**config.mk**
```make
export PLATFORM = sky130hd
export DESIGN_NAME = jk_down_counter_flat
export DESIGN_NICKNAME = d
export VERILOG_FILES = /design/src/rtl/jk_down_counter_if.sv /design/src/rtl/jk_down_counter.sv /design/src/flat_wrapper.sv
export SDC_FILE = /design/constraint.sdc
export NUM_CORES = 1
export LEC_CHECK = 0
export ABC_CLOCK_PERIOD_IN_PS = 1500
export CAP_MARGIN = 40
export CELL_PAD_IN_SITES_DETAIL_PLACEMENT = 0
export CELL_PAD_IN_SITES_GLOBAL_PLACEMENT = 1
export CORE_AREA = 10 10 47 49
export DETAILED_ROUTE_END_ITERATION = 16
export DIE_AREA = 0 0 57 59
export PLACE_DENSITY = 0.68
export SLEW_MARGIN = 20
export SYNTH_ARGS = -nofsm -noshare
export SYNTH_HDL_FRONTEND = slang
export SYNTH_SLANG_ARGS = --single-unit
```
**constraint.sdc**
```tcl
create_clock -name clk_i -period 1.5 [get_ports clk_i]
set_input_delay 0.3 -clock clk_i [delete_from_list [all_inputs] [get_ports clk_i]]
set_output_delay 0.3 -clock clk_i [all_outputs]
set_load 0.1 [all_outputs]
```
**src/rtl/jk_down_counter_if.sv**
```systemverilog
// Control/status bundle for jk_down_counter: count/load controls in, count and flags out.
// The counter side uses the slave modport; whoever drives the controls uses master.
interface jk_down_counter_if #(
  parameter int unsigned WIDTH = 4
);
  logic             en;
  logic             bin;
  logic             load;
  logic [WIDTH-1:0] din;
  logic [WIDTH-1:0] q;
  logic             bout;
  logic             tc;

  modport master (
    output en, bin, load, din,
    input  q, bout, tc
  );

  modport slave (
    input  en, bin, load, din,
    output q, bout, tc
  );
endinterface

```
**src/rtl/jk_down_counter.sv**
```systemverilog
// Synchronous down counter from per-bit JK stages with load, enable, cascade borrow and reload.
// Define JKDC_SATURATE_EN to hold at zero instead of reloading RELOAD.
module jk_down_counter #(
  parameter int unsigned WIDTH  = 4,
  parameter int unsigned RELOAD = (1 << WIDTH) - 1
) (
  input  logic                  clk_i,
  input  logic                  rst_ni,
  jk_down_counter_if.slave      bus
);

  localparam logic [WIDTH-1:0] ReloadVal = WIDTH'(RELOAD);

  logic [WIDTH-1:0] q_q, q_d;
  logic             tc_q, tc_d;
  logic [WIDTH-1:0] low_zero;
  logic [WIDTH-1:0] t;
  logic [WIDTH-1:0] j, k;
  logic             cnt;
  logic             zero;
`ifdef JKDC_SATURATE_EN
  logic             one;
`endif

  assign cnt  = bus.en & bus.bin & ~bus.load;
  assign zero = (q_q == '0);
`ifdef JKDC_SATURATE_EN
  assign one  = (q_q == WIDTH'(1));
`endif

  // low_zero[i] is high when every bit below i is zero (the down-count toggle condition).
  always_comb begin
    low_zero    = '0;
    low_zero[0] = 1'b1;
    for (int i = 1; i < WIDTH; i++) begin
      low_zero[i] = low_zero[i-1] & ~q_q[i-1];
    end
  end

  assign t = {WIDTH{cnt}} & low_zero;

  // Load and reload force each stage through J/K set/reset; otherwise J = K = t.
  always_comb begin
    j = t;
    k = t;
    if (bus.load) begin
      j = bus.din;
      k = ~bus.din;
    end else if (cnt && zero) begin
`ifdef JKDC_SATURATE_EN
      j = '0;
      k = '0;
`else
      j = ReloadVal;
      k = ~ReloadVal;
`endif
    end
  end

  assign q_d = (j & ~q_q) | (~k & q_q);

`ifdef JKDC_SATURATE_EN
  assign tc_d = cnt & one;
`else
  assign tc_d = cnt & zero;
`endif

  always_ff @(posedge clk_i or negedge rst_ni) begin
    if (!rst_ni) begin
      q_q  <= '0;
      tc_q <= 1'b0;
    end else begin
      q_q  <= q_d;
      tc_q <= tc_d;
    end
  end

  assign bus.q    = q_q;
  assign bus.tc   = tc_q;
  assign bus.bout = bus.en & bus.bin & zero;

endmodule

```
**src/flat_wrapper.sv**
```systemverilog
// flat-port wrapper written by rule: the top's interface ports become plain ports
module jk_down_counter_flat 
#(
  parameter int unsigned WIDTH  = 4,
  parameter int unsigned RELOAD = (1 << WIDTH) - 1
)
  (clk_i, rst_ni, bus_en, bus_bin, bus_load, bus_din, bus_q, bus_bout, bus_tc);
  jk_down_counter_if #(.WIDTH(WIDTH)) bus_i ();
  input  logic clk_i;
  input  logic rst_ni;
  input wire logic [$bits(bus_i.en)-1:0] bus_en;
  input wire logic [$bits(bus_i.bin)-1:0] bus_bin;
  input wire logic [$bits(bus_i.load)-1:0] bus_load;
  input wire logic [$bits(bus_i.din)-1:0] bus_din;
  output wire logic [$bits(bus_i.q)-1:0] bus_q;
  output wire logic [$bits(bus_i.bout)-1:0] bus_bout;
  output wire logic [$bits(bus_i.tc)-1:0] bus_tc;
  assign bus_i.en = bus_en;
  assign bus_i.bin = bus_bin;
  assign bus_i.load = bus_load;
  assign bus_i.din = bus_din;
  assign bus_q = bus_i.q;
  assign bus_bout = bus_i.bout;
  assign bus_tc = bus_i.tc;
  jk_down_counter #(.WIDTH(WIDTH), .RELOAD(RELOAD)) u_core (.clk_i(clk_i), .rst_ni(rst_ni), .bus(bus_i));
endmodule
```
-- Word level (Yosys, flattened, before mapping)
Cells that the tools add are included.
Widths: inputs -> output; s select.
- bits in registers: 5
- bits of input ports: 9
- output and inout bits: 6
- multiplexer cells: 4
- bitwise gates (word level): 17
- reduce and logical (&&, ||, !) cells: 2
- operators with widths (cell ; count):
    $mux 4 ; 4
    $and 4x4->4 ; 3
    $not 4->4 ; 3
    $and 1x1->1 ; 6
    $logic_not 4->1 ; 1
    $not 1->1 ; 4
    $or 4x4->4 ; 1
    $logic_and 1x1->1 ; 1

-- Longest topological paths before layout
Gate-level depths: netlist of the first run.
- word-level depth: 9
- depth in mapped cells: 4
- depth with buffers taken out: 3

-- Worst setup path after synthesis of the first run
OpenSTA, ideal clock, no wires.
- path kind: reg-to-output
- start point: register u_core.q_q[0], in the netlist u_core.bus.q[0]
- end point: output port bus_bout
- arrival: 3.922 ns
- required time: 1.200 ns
- setup slack: -2.722 ns
- cell stages (with the launch flop): 3
- path buffers: 0
- path through: dfrtp_1 -> nand3b_1 -> nor4_1
- longest elaborated chain between the ends: 2
- RTL lines (what ; line ; text):
    from (decl) ; jk_down_counter.sv:14 ; logic [WIDTH-1:0] q_q, q_d;
    from (signal assigned) ; jk_down_counter.sv:73 ; q_q <= q_d;
    $logic_not 4->1 ; jk_down_counter.sv:26 ; assign zero = (q_q == '0);
    $and 1x1->1 ; jk_down_counter.sv:80 ; assign bus.bout = bus.en & bus.bin & zero;
    to (decl) ; flat_wrapper.sv:16 ; output wire logic [$bits(bus_i.bout)-1:0] bus_bout;
Every way passes these cells.

-- Worst setup path after layout of the first run
- start point: input port bus_en
- end point: output port bus_bout
- longest elaborated chain between the ends: 2
- RTL lines (what ; line ; text):
    from (decl) ; flat_wrapper.sv:11 ; input wire logic [$bits(bus_i.en)-1:0] bus_en;
    $and 1x1->1 (2 in a row) ; jk_down_counter.sv:80 ;
Every way passes these cells.

==> results of run 1 <==
==> registers in the layout (all words and copies together) (netlist names) <==
register       cells
u_core.bus.tc      1
u_core.bus.q       4
==> worst reg2reg max path: cells and delay by family, from the launching register on <==
kind                   cells  cell delay (ps)
and+or+nand+nor            3              700
DFF                        1              460
buffers and inverters      1              160
==> final cells by class <==
class / instances / area (sq um)
flip-flops and latches: 5 / 135
fillers: 145 / 806
well taps: 16 / 20.0
multi-input cells: 19 / 151
clock buffers: 4 / 26.3
repair buffers: 22 / 263
==> per-layer routing <==
metal | part of all wire | global-route usage | routed length (um) | vias to the layer above
met4 | 0 | 0.0403 | 0 | 0
met3 | 0.20 | 0.0494 | 157 | 0
met1 | 0.43 | 0.0456 | 333 | 115
met5 | 0 | 0 | 0 | -
li1 | - | - | - | 136
met2 | 0.37 | 0.0651 | 288 | 15
==> power groups by stage <==
| stage | clock network [W] | registers, W | logic [W] |
|---|---|---|---|
| floorplan | 0 | 0.000289 | 0.0000436 |
| global placement | 0 | 0.000185 | 0.000276 |
| detailed placement | 0 | 0.000185 | 0.000276 |
| CTS | 0.000161 | 0.000183 | 0.000279 |
| global route | 0.000169 | 0.000185 | 0.000288 |
| finish | 0.000151 | 0.000183 | 0.000276 |
==> stage by stage <==
step | std cells | util | hold WS, ps
final | 66 | 0.425 | 288
after global routing | 66 | 0.425 | 296
after CTS | 66 | 0.423 | 290
after detailed placement | 61 | 0.399 | 551
after global placement | 61 | 0.399 | 540
after floorplan | 25 | - | 4.41
==> Yosys cell counts <==
library cell,number,area (sq um)
nand2_1,6,22.5
dfrtp_1,5,125
o21ai_0,4,20.0
xor2_1,2,17.5
and4bb_4,1,16.3
buf_2,1,5.00
nand3b_1,1,7.51
nor3b_1,1,7.51
nor4_1,1,6.26
nor4b_4,1,23.8
or3_1,1,6.26
xnor2_1,1,8.76
==> timing repair <==
| item | CTS | global route |
|---|---|---|
| endpoints found under the setup margin | 1 | 1 |
| hold buffers | 0 | 0 |
| pin swaps | 1 | 0 |
| gates resized for setup | 0 | 1 |
| setup buffers | 1 | 0 |
==> cell families after synthesis <==
kind of cell	after synthesis	synth area share
xor+xnor	3	0.0986
buf+inv	1	0.0188
flops	5	0.469
compound gates	4	0.0751
simple gates	12	0.338
==> final timing paths <==
| kind | to | startpoint | cells past startpoint | slack, ps |
|---|---|---|---|---|
| min | u_core.bus.tc$_DFF_PN0_ | rst_ni | 1 | 290 |
| max | bus_bout | bus_en | 4 | -140 |
| min reg2reg | u_core.bus.tc$_DFF_PN0_ | u_core.bus.q[3]$_DFF_PN0_ | 1 | 570 |
| max in group asynchronous | u_core.bus.q[1]$_DFF_PN0_ | rst_ni | 1 | 990 |
| max reg2reg | u_core.bus.q[3]$_DFF_PN0_ | u_core.bus.q[0]$_DFF_PN0_ | 4 | 60 |
| min in group clk_i | u_core.bus.q[0]$_DFF_PN0_ | bus_bin | 5 | 570 |
==> results.sh, run 1 <==
export IMPL_status="complete, but fails checks"
export IMPL_violations="setup timing"
export IMPL_io_pins=15
export IMPL_antenna_found_initial=0
export IMPL_maxSlewViolCount=0
export IMPL_area_delta_synth_final_pct=123
export IMPL_numCtsBuffers=3
export IMPL_start_util=0.190
export IMPL_num_antenna_cells=0
export IMPL_required_ps=1200
export IMPL_tns_ps=-138
export IMPL_dp_slack_ps=-246
export IMPL_crit_chain="clkdlybuf4s50_1 -> nand3b_1 -> nor4_4 -> buf_12"
export IMPL_postSynthCellCount=25
export IMPL_timing_final_ws_setup_ps=-138
export IMPL_finalHoldViolations=0
export IMPL_drt_antenna_violating_nets=0
export IMPL_power_density_nw_per_um2=1020
export IMPL_avgRoutedWirePerCell_um=11.8
export IMPL_power_leakage_nw=0.249
export IMPL_fin_crit_ps=1640
export IMPL_synth_seq_cells=5
export IMPL_mappedNetlistNets=34
export IMPL_cts_sinks=5
export IMPL_fin_skew_ps=3.89
export IMPL_grt_max_degree=7
export IMPL_worstPathBufferInverterCount=2
export IMPL_startpoint_type="input pin"
export IMPL_dp_hpwl_um=654
export IMPL_vias=266
export IMPL_syn_avg_cell_area_sq_um=10.7
export IMPL_finalWirelength_um=778
export IMPL_maxCapViolCount=0
export IMPL_seqPwrFrac=0.300
export IMPL_max_slew_margin=0.828
export IMPL_fin_crit_sh=1.09
export IMPL_cpMaxStageDelayCell="clkdlybuf4s50_1"
export IMPL_die_area_sq_um=3360
export IMPL_design_power_total_w=0.000609
export IMPL_worstPathMaxFanout=2
export IMPL_clock_fmax_ghz=0.610
export IMPL_switching_share=0.387
export IMPL_io_buffers=14
export IMPL_postLayoutCellArea_sq_um=596
export IMPL_clock_latency_ps=240
export IMPL_core_sq_um=1400
export IMPL_tightest_slew_ps=256
export IMPL_synth_cell_type_count=12
export IMPL_tritoncts="yes"
export IMPL_place_area_sq_um=559
export IMPL_crit_family="buffers and inverters"
export IMPL_htree_levels=1
export IMPL_row_count=14
export IMPL_layout_commonest_cell="buf_4"
export IMPL_routed_via_density=4.03
export IMPL_ys_seq_area_frac=0.469
export IMPL_fp_dieW_um=57
export IMPL_cp_end_kind="primary output"
export IMPL_p_switching_w=0.000236
export IMPL_firstDrtPassIters=2
export IMPL_drt_iter0_drc=2
export IMPL_clockBufferDepth=2
export IMPL_ys_warn_count=0
export IMPL_criticalPathCategory="in2out"
export IMPL_finalNetCount=60
export IMPL_gr_total_overflow=0
export IMPL_syn_area_sq_um=267
export IMPL_hold_class="in2async"
export IMPL_drive_above_1_share=0.480
export IMPL_grt_pass1_vias=326
export IMPL_die_h_um=59
export IMPL_worstPathArrival_ps=1340
export IMPL_drc=0
export IMPL_clkPwrFrac=0.248
export IMPL_grt_pass1_wl_mm=1.30
export IMPL_grt_usage=0.0499
export IMPL_rsz0062_at_grt="true"
export IMPL_final_cell_mix="buf_4 (8), clkdlybuf4s50_1 (7), nand2_1 (6), buf_12 (6), o21ai_0 (4)"
export IMPL_p_comb_frac=0.453
export IMPL_peakVddDrop_v=0.000401
export IMPL_p_int_w=0.000374
export IMPL_gp_congestion=0.704
export IMPL_clockRootBuffer="clkbuf_4"
export IMPL_max_stage_delay_ps=480
export IMPL_clk_pin_slew_ps=40
export IMPL_setup_viol=1
(Power assumes the default switching activity.)
==> inputs of run 2 (changes only) <==
--- a/config.mk
+++ b/config.mk
@@ -9,11 +9,12 @@
 export CAP_MARGIN = 40
 export CELL_PAD_IN_SITES_DETAIL_PLACEMENT = 0
 export CELL_PAD_IN_SITES_GLOBAL_PLACEMENT = 1
-export CORE_AREA = 10 10 47 49
+export CORE_AREA = 2 2 39 41
 export DETAILED_ROUTE_END_ITERATION = 16
-export DIE_AREA = 0 0 57 59
+export DIE_AREA = 0 0 41 43
 export PLACE_DENSITY = 0.68
 export SLEW_MARGIN = 20
 export SYNTH_ARGS = -nofsm -noshare
 export SYNTH_HDL_FRONTEND = slang
 export SYNTH_SLANG_ARGS = --single-unit
+export TNS_END_PERCENT = 10
==> results.sh, run 2 (synthesis results as in run 1) <==
export IMPL_timing_final_ws_setup_ps=-145
export IMPL_drt_iter0_drc=5
export IMPL_final_cell_mix="buf_4 (8), nand2_1 (6), clkdlybuf4s50_1 (6), buf_12 (6), o21ai_0 (4)"
export IMPL_power_leakage_nw=0.252
export IMPL_area_delta_synth_final_pct=122
export IMPL_row_count=14
export IMPL_antenna_found_initial=0
export IMPL_place_area_sq_um=563
export IMPL_clkPwrFrac=0.249
export IMPL_postLayoutCellArea_sq_um=591
export IMPL_multi_input_area_sq_um=151
export IMPL_required_ps=1200
export IMPL_firstDrtPassIters=5
export IMPL_p_switching_w=0.000234
export IMPL_maxCapViolCount=0
export IMPL_design_power_total_w=0.000605
export IMPL_start_util=0.193
export IMPL_maxSlewViolCount=0
export IMPL_grt_max_degree=7
export IMPL_nFillCells=138
export IMPL_tritoncts="yes"
export IMPL_grt_pass1_wl_mm=1.18
export IMPL_instances_no_fill=66
export IMPL_power_density_nw_per_um2=1020
export IMPL_status="complete, but fails checks"
export IMPL_p_comb_frac=0.454
export IMPL_worstPathArrival_ps=1340
export IMPL_numCtsBuffers=3
export IMPL_gr_total_overflow=0
export IMPL_peakVddDrop_v=0.000421
export IMPL_regArea_sq_um=131
export IMPL_routed_via_density=4.15
export IMPL_grt_usage=0.101
export IMPL_vias=274
export IMPL_grt_pass1_vias=303
export IMPL_startpoint_type="flip-flop"
export IMPL_cts_sinks=5
export IMPL_dp_cells=62
export IMPL_layout_commonest_cell="buf_4"
export IMPL_fin_util=0.427
export IMPL_fin_crit_ps=1640
export IMPL_holdWs_ps=281
export IMPL_finalNetCount=60
export IMPL_max_slew_margin=0.822
export IMPL_io_pins=15
export IMPL_cp_end_kind="primary output"
export IMPL_avgRoutedWirePerCell_um=9.70
export IMPL_clockBufferDepth=2
export IMPL_clockRootBuffer="clkbuf_4"
export IMPL_core_sq_um=1380
export IMPL_finalHoldViolations=0
export IMPL_violations="setup timing"
export IMPL_fin_crit_sh=1.10
export IMPL_drc=0
export IMPL_io_buffers=14
export IMPL_fp_dieW_um=41
export IMPL_htree_levels=1
export IMPL_clock_latency_ps=240
export IMPL_clock_fmax_ghz=0.608
export IMPL_tightest_slew_ps=265
export IMPL_criticalPathCategory="reg2out"
export IMPL_hold_class="in2async"
export IMPL_switching_share=0.387
export IMPL_finalWirelength_um=640
export IMPL_drive_above_1_share=0.460
export IMPL_clk_pin_slew_ps=40
export IMPL_num_antenna_cells=0
export IMPL_seqPwrFrac=0.297
export IMPL_gp_congestion=0.632
export IMPL_die_h_um=43
export IMPL_worstPathMaxFanout=2
export IMPL_die_area_sq_um=1760
export IMPL_p_int_w=0.000371
export IMPL_drt_antenna_violating_nets=0
export IMPL_largest_reg_flops=4
export IMPL_fin_skew_ps=2.48
export IMPL_setup_viol=1
export IMPL_rsz0062_at_grt="true"
export IMPL_post_cts_buffers=0
-- run 2: timing repair --
item,4_1_cts,5_1_grt
setup endpoints to repair,1,2
pin swaps,2,0
hold buffers,0,0
resized for setup,1,1
-- run 2: power by group through the flow --
stage	clock network, W	registers (W)	logic, W
floorplan	0	0.000286	0.0000436
global placement	0	0.000182	0.000276
detailed placement	0	0.000182	0.000277
CTS	0.000158	0.000180	0.000277
global route	0.000164	0.000183	0.000288
finish	0.000151	0.000179	0.000274
-- run 2: cell type report --
class                   count  share of cell area
repair buffers             22               0.443
multi-input cells          19               0.256
flip-flops and latches      5               0.222
clock buffers               4              0.0445
well taps                  16              0.0339
-- run 2: critical path, stage by stage, from the launching register on --
cell and delay [ps]:
dfrtp_4 460, nand3b_1 220, nor4_4 220, buf_12 210
-- run 2: metal layers --
metal,wire [um],track usage
met1,276,0.124
met5,0,0
met3,83,0.0419
met2,279,0.131
met4,0,0.0800
-- run 2: metrics by stage --
step / TNS [ps] / worst slack, ps
after floorplan: -1460 / -757
after global placement: -441 / -210
after detailed placement: -477 / -233
after CTS: -167 / -167
after global routing: -206 / -201
final: -145 / -145
-- run 2: final timing paths --
| path | start | to | slack, ps | cells after the start |
|---|---|---|---|---|
| setup / recovery | u_core.bus.q[0]$_DFF_PN0_ | bus_bout | -140 | 3 |
| hold / removal | rst_ni | u_core.bus.q[0]$_DFF_PN0_ | 280 | 1 |
| setup reg to reg | u_core.bus.q[0]$_DFF_PN0_ | u_core.bus.q[3]$_DFF_PN0_ | 60 | 4 |
| hold reg to reg | u_core.bus.q[3]$_DFF_PN0_ | u_core.bus.tc$_DFF_PN0_ | 570 | 1 |
| max in group asynchronous | rst_ni | u_core.bus.q[0]$_DFF_PN0_ | 1010 | 1 |
| min in group clk_i | u_core.bus.q[3]$_DFF_PN0_ | u_core.bus.tc$_DFF_PN0_ | 570 | 1 |
